===== src/rtl/pe_acc.sv =====
// rtl/pe_acc.sv - systolic-array processing element: MAC accumulator with column psum drain chain
module pe_acc #(
    parameter int DW     = 8,
    parameter int AW     = 24,
    parameter int SIGNED = 1,
    parameter int SAT    = 1
) (
    input  logic          clk,
    input  logic          reset,
    input  logic          clear,
    input  logic          drain,
    input  logic          chain_top,
    input  logic [DW-1:0] a_in,
    input  logic          a_vld_in,
    input  logic [DW-1:0] b_in,
    input  logic          b_vld_in,
    input  logic [AW-1:0] psum_in,
    input  logic          psum_vld_in,
    input  logic          psum_last_in,
    output logic [DW-1:0] a_out,
    output logic          a_vld_out,
    output logic [DW-1:0] b_out,
    output logic          b_vld_out,
    output logic [AW-1:0] psum_out,
    output logic          psum_vld_out,
    output logic          psum_last_out,
    output logic          busy,
    output logic          ovf
);
    localparam logic [1:0] IDLE    = 2'd0;
    localparam logic [1:0] COMPUTE = 2'd1;
    localparam logic [1:0] DRAIN   = 2'd2;

    localparam logic [AW-1:0] SMAX = {1'b0, {(AW-1){1'b1}}};
    localparam logic [AW-1:0] SMIN = {1'b1, {(AW-1){1'b0}}};

    logic [1:0]    state;
    logic          own_pending;
    logic [AW-1:0] acc;
    logic [AW-1:0] a_ext, b_ext, prod, clamp, acc_next;
    logic [AW:0]   sum;
    logic          mac, over, clear_acc;

    // Operands are extended to AW before multiplying; the true product fits in
    // 2*DW <= AW bits, so the low AW bits are already the extended product.
    assign a_ext = {{(AW-DW){(SIGNED != 0) && a_in[DW-1]}}, a_in};
    assign b_ext = {{(AW-DW){(SIGNED != 0) && b_in[DW-1]}}, b_in};
    assign prod  = a_ext * b_ext;
    assign sum   = {(SIGNED != 0) && acc[AW-1], acc} + {(SIGNED != 0) && prod[AW-1], prod};

    always_comb begin
        over     = 1'b0;
        clamp    = '1;
        acc_next = sum[AW-1:0];
        if (SIGNED != 0) begin
            over  = sum[AW] ^ sum[AW-1];
            clamp = sum[AW] ? SMIN : SMAX;
        end else begin
            over  = sum[AW];
        end
        if (over && SAT != 0)
            acc_next = clamp;
    end

    assign mac       = (state == COMPUTE) && a_vld_in && b_vld_in;
    assign clear_acc = (state != DRAIN) && clear && !drain;
    assign busy      = (state == DRAIN);

    always_ff @(posedge clk) begin
        if (reset) begin
            state         <= IDLE;
            own_pending   <= 1'b0;
            acc           <= '0;
            ovf           <= 1'b0;
            a_out         <= '0;
            a_vld_out     <= 1'b0;
            b_out         <= '0;
            b_vld_out     <= 1'b0;
            psum_out      <= '0;
            psum_vld_out  <= 1'b0;
            psum_last_out <= 1'b0;
        end else begin
            a_out         <= a_in;
            a_vld_out     <= a_vld_in;
            b_out         <= b_in;
            b_vld_out     <= b_vld_in;
            psum_out      <= '0;
            psum_vld_out  <= 1'b0;
            psum_last_out <= 1'b0;

            if (clear_acc) begin
                acc <= mac ? prod : '0;
                ovf <= 1'b0;
            end else if (mac) begin
                acc <= acc_next;
                if (over)
                    ovf <= 1'b1;
            end

            case (state)
                IDLE, COMPUTE: begin
                    if (drain) begin
                        state       <= DRAIN;
                        own_pending <= 1'b1;
                    end else if (clear) begin
                        state <= COMPUTE;
                    end
                end
                DRAIN: begin
                    // First DRAIN cycle emits our own result, then we relay the PEs above.
                    if (own_pending) begin
                        own_pending   <= 1'b0;
                        psum_out      <= acc;
                        psum_vld_out  <= 1'b1;
                        psum_last_out <= chain_top;
                        if (chain_top)
                            state <= IDLE;
                    end else if (psum_vld_in) begin
                        psum_out      <= psum_in;
                        psum_vld_out  <= 1'b1;
                        psum_last_out <= psum_last_in;
                        if (psum_last_in)
                            state <= IDLE;
                    end
                end
                default: state <= IDLE;
            endcase
        end
    end
endmodule


===== config.mk =====
export PLATFORM = sky130hd
export DESIGN_NAME = pe_acc
export DESIGN_NICKNAME = d
export VERILOG_FILES = /design/src/rtl/pe_acc.sv
export SDC_FILE = /design/constraint.sdc
export NUM_CORES = 1
export LEC_CHECK = 0
export CAP_MARGIN = 0
export CORE_UTILIZATION = 40
export CTS_CLUSTER_DIAMETER = 40
export DETAILED_ROUTE_END_ITERATION = 6
export PLACE_DENSITY = 0.61
export SYNTH_ARGS = -nofsm -noshare
export SYNTH_HDL_FRONTEND = slang
export SYNTH_SLANG_ARGS = --single-unit

===== constraint.sdc =====
create_clock -name clk -period 12.2 [get_ports clk]
set_input_delay 2.44 -clock clk [delete_from_list [all_inputs] [get_ports clk]]
set_output_delay 2.44 -clock clk [all_outputs]
set_load 0.005 [all_outputs]

==> summary by stage <==
Worst setup path
Walking the worst path, the cells encountered are clkdlybuf4s50_1, nand2_1, fa_1, fa_1, inv_1, fa_1, inv_1, fa_1, inv_1, ha_1, or3_1, or3_1, o211ai_1, o21ai_1, xnor2_1, ha_1, a21oi_1, inv_1, a221oi_2, o31ai_4, a31o_2, mux2i_4, or3_1, o211ai_2. The critical path ends at acc[15]. In this run the worst setup path begins at b_in[2].

In this run the worst path has a maximum fanout of 18. At the worst endpoint, the arrival time is 10,580 ps. The kind of cell with the highest combined delay on the critical path is adder cells. The endpoint class of the critical path is a flop. The internal reg-to-reg setup slack is 8560 ps. The worst-path cell with the longest stage delay is sky130_fd_sc_hd__xnor2_1. The setup path with the least slack is of type primary input to flop. The number of buffers and inverters on the critical path is 5. The worst-case reg-to-reg path depth is 10. In this run the number of cells on the critical path is 24. The worst register-to-register path ends at acc[15]. The data required time of the critical path is 12,410 ps. The largest stage delay on the critical path is 930 ps.

STA classifies the critical path startpoint as a primary input. The startpoint identified for the worst register-to-register timing path is acc[0].

Logic synthesis
The count of different cell masters after synthesis is 63. The library cell occupying the most area in the post-synthesis netlist is sky130_fd_sc_hd__dfxtp_1. After synthesis, the cell types taking the most area are sky130_fd_sc_hd__dfxtp_1 (23%), sky130_fd_sc_hd__fa_1 (18%), sky130_fd_sc_hd__ha_1 (11%). The cell area after technology mapping is 0.00640 mm^2.

The post-synthesis async set-or-reset flop share is 0. The most frequent cell after synthesis is sky130_fd_sc_hd__inv_1. In the synthesized netlist, the number of instances is 721. The predominant post-synthesis flop cell is sky130_fd_sc_hd__dfxtp_1.

Of the synthesized area, sequential elements account for 0.225. The number of flops mapped to enable cells by yosys is 0. The number of flip-flops and latches in the synthesized netlist is 72. When the netlist entered floorplanning its net count stood at 880. Averaged over all synthesized cells, the footprint is 8.88 um^2. The commonest cells after synthesis are sky130_fd_sc_hd__inv_1 (88), sky130_fd_sc_hd__dfxtp_1 (72), sky130_fd_sc_hd__fa_1 (56), sky130_fd_sc_hd__nand2_1 (55). The fraction of post-synthesis cell area in the top cell type by area is 0.225.

The count of yosys warnings during synthesis is 0.

STA
At the pin with the least slew margin, the transition time is 1190 ps. For the final routed database, the setup TNS stands at 0 ps. The post-route fraction of the period consumed by the critical path is 0.849. Subtracting the final worst setup slack from the clock period gives 10,360 ps. Based on the critical path, the design can be clocked at up to 0.0965 GHz.

Setup violations remaining at the end of the flow were counted as 0. The number of failing hold endpoints at the final stage is 0. Across the routed clock network, the largest skew measured is 13.6 ps. The worst pin sits at a relative slew slack of 0.199. Setup repair after global routing left no endpoint under its margin. The final number of max-transition violations came to 0.

Pwr
The combinational cell fraction of total power is 0.725. Power spread over the standard cell area amounts to 238 mW/mm^2. The maximum VDD drop is 134 uV. The static leakage power is 3.39 nW. The reported net switching power is 0.958 mW. The internal cell power is 0.898 mW. The clock share of power is 0.139.

The fraction of power consumed by sequential logic is 0.136. The proportion of total power due to net switching is 0.516.

Place
The number of input and output port buffers inserted is 94. Summed over all nets, the half-perimeter wirelength after detailed placement is 12,400 um. The final RePlAce weighted congestion is 0.897. In this run, placement finished with an instance count of 1,006.

Detailed routing
The total number of vias is 5,322. The post-route antenna net violation count is 0. The wire length per cell is 14.9 um. The total wirelength of the detailed-routed design is 15,300 um. In the routed design, unresolved DRC markers number 0.

Before antenna repair, the detailed router went through 6 iterations. For this block, the initial DRC count from the detailed router was 307. In the routed layout, each cell is associated on average with a via count of 5.21.

Global route
The global-route total usage across every layer is 0.190. The maximum number of pins on one net before global-route repair is 40. For this run the aggregate overflow at the end of global routing stands at 0. The first global-routing pass estimated 24,800 um of wire. The initial antenna violation count is 0. The via count of the first global-routing pass is 5,079.

Clocking
Clock-pin slew was measured on the worst setup and hold paths at 60 ps. The clock passes through at most 2 buffers. The number of gates given a new drive strength after cts is 0. TritonCTS built the clock tree. The clock net in this run drives a total of 72 sinks. The clock latency reported for the late side of the worst-skew pair is 350 ps. CTS built an H-tree with a depth of 3. The clock tree root driver cell is sky130_fd_sc_hd__clkbuf_16. Buffers inserted to repair hold after CTS numbered 0. The post-CTS setup-driven buffer insertion count is 0. Counting the buffers created by CTS gives 9.

Cells and area
In the final layout, the share of cells above drive strength 1 is 0.0580. The sequential cell area in the final layout is 0.00144 mm^2. The growth of design area from synthesis to finish is 22.1%. The final layout contains 965 nets. The footprint of the multi-input gates is 0.00453 mm^2. For this run, the number of standard cells in the final layout without fillers is 1,022. The layout has 1,450 filler cells. The number of antenna diodes in the final layout is 0.

Die
Row generation in the floorplan step produced 45 rows. The die span in y is 129 um. The effective utilization at floorplan is 0.415. In this run the standard cell core region covers 0.0154 mm^2. The die covers 0.0165 mm^2. The number of I/O pins is 95. Measured along the x axis, the die boundary spans 129 um.

Run status
The run finished with clean final reports.

Job
The number of maximum-capacitance constraint violations is 0.

Hold path
The path class of the tightest hold or removal check is flop to flop.
==> sequential cells by signal, summed over array words and instances, names as in the netlist, 2 cells and up <==
| signal | cells |
|---|---|
| state | 2 |
| psum_out | 24 |
| a_out | 8 |
| b_out | 8 |
| acc | 24 |
==> power by group through the flow <==
stage | logic, mW | clock network (mW) | registers [mW]
after floorplan | 1.04 | 0 | 0.254
after global placement | 1.30 | 0 | 0.258
after detailed placement | 1.33 | 0 | 0.258
after CTS | 1.33 | 0.262 | 0.253
after global routing | 1.50 | 0.273 | 0.254
final | 1.35 | 0.258 | 0.253
==> metrics by stage <==
| step | utilization | total power, mW | cell area, um^2 | setup slack, ps | hold slack [ps] |
|---|---|---|---|---|---|
| after global routing | 0.507 | 2.02 | 7820 | 1300 | 517 |
| after global placement | 0.488 | 1.56 | 7530 | 1730 | 479 |
| after floorplan | - | 1.29 | 6400 | 2960 | 450 |
| final | 0.507 | 1.86 | 7820 | 1840 | 508 |
| after CTS | 0.507 | 1.85 | 7820 | 1870 | 503 |
| after detailed placement | 0.488 | 1.58 | 7530 | 1520 | 492 |
==> cell usage in the layout (no fill, tap or decap), types with 10 or more instances in the layout <==
| cell type | netlist | layout |
|---|---|---|
| sky130_fd_sc_hd__a21o_1 | 15 | 15 |
| sky130_fd_sc_hd__a21oi_1 | 33 | 33 |
| sky130_fd_sc_hd__a22oi_1 | 25 | 25 |
| sky130_fd_sc_hd__and2_1 | 45 | 45 |
| sky130_fd_sc_hd__clkdlybuf4s50_1 | 0 | 94 |
| sky130_fd_sc_hd__dfxtp_1 | 72 | 72 |
| sky130_fd_sc_hd__fa_1 | 56 | 56 |
| sky130_fd_sc_hd__ha_1 | 54 | 54 |
| sky130_fd_sc_hd__inv_1 | 88 | 88 |
| sky130_fd_sc_hd__nand2_1 | 55 | 55 |
| sky130_fd_sc_hd__nor2_1 | 54 | 54 |
| sky130_fd_sc_hd__nor2b_1 | 26 | 26 |
| sky130_fd_sc_hd__o211ai_1 | 10 | 10 |
| sky130_fd_sc_hd__o211ai_2 | 13 | 13 |
| sky130_fd_sc_hd__o21ai_0 | 27 | 27 |
| sky130_fd_sc_hd__xnor2_1 | 20 | 20 |
| sky130_fd_sc_hd__xor2_1 | 18 | 18 |
==> kinds of logic after synthesis <==
| kind of cell | share of synthesized area |
|---|---|
| adder cells (fa/ha/maj) | 0.281 |
| XOR/XNOR | 0.0520 |
| AND/OR/NAND/NOR | 0.184 |
| multiplexers | 0.00528 |
| buffers and inverters | 0.0676 |
| flip-flops | 0.225 |
| AO/OA/AOI/OAI | 0.186 |
==> per-layer routing <==
layer	wire length, um	vias to the layer above	track usage
met1	7140	2542	0.260
met5	0	-	0
met4	167	0	0.0526
met3	797	14	0.0333
met2	7170	158	0.310
li1	-	2608	-
==> worst min path at each step <==
stage	startpoint	endpoint	slack (ps)	cells after the start
floorplan	acc[23]	acc[23]	450	2
global placement	ovf	ovf	480	2
detailed placement	state[1]	state[0]	490	1
CTS	ovf	ovf	500	2
global route	ovf	ovf	520	2
finish	ovf	ovf	510	2
==> worst register-to-register path, cell delays in order (launching register included) <==
cell and delay, ps:
sky130_fd_sc_hd__dfxtp_1 330, sky130_fd_sc_hd__ha_1 250, sky130_fd_sc_hd__fa_1 440, sky130_fd_sc_hd__a211oi_1 330, sky130_fd_sc_hd__o211ai_1 240, sky130_fd_sc_hd__a221oi_2 590, sky130_fd_sc_hd__o31ai_4 110, sky130_fd_sc_hd__a31o_2 270
sky130_fd_sc_hd__mux2i_4 440, sky130_fd_sc_hd__or3_1 390, sky130_fd_sc_hd__o211ai_2 130
==> layout make-up <==
class                   count  share of cell area
clock buffers               9              0.0288
inverters                  88              0.0423
flip-flops and latches     72               0.184
multi-input cells         538               0.579
well taps                 211              0.0338
clock inverters             7             0.00800
repair buffers             97               0.123
Note: power is estimated with default switching activity, not from simulation.
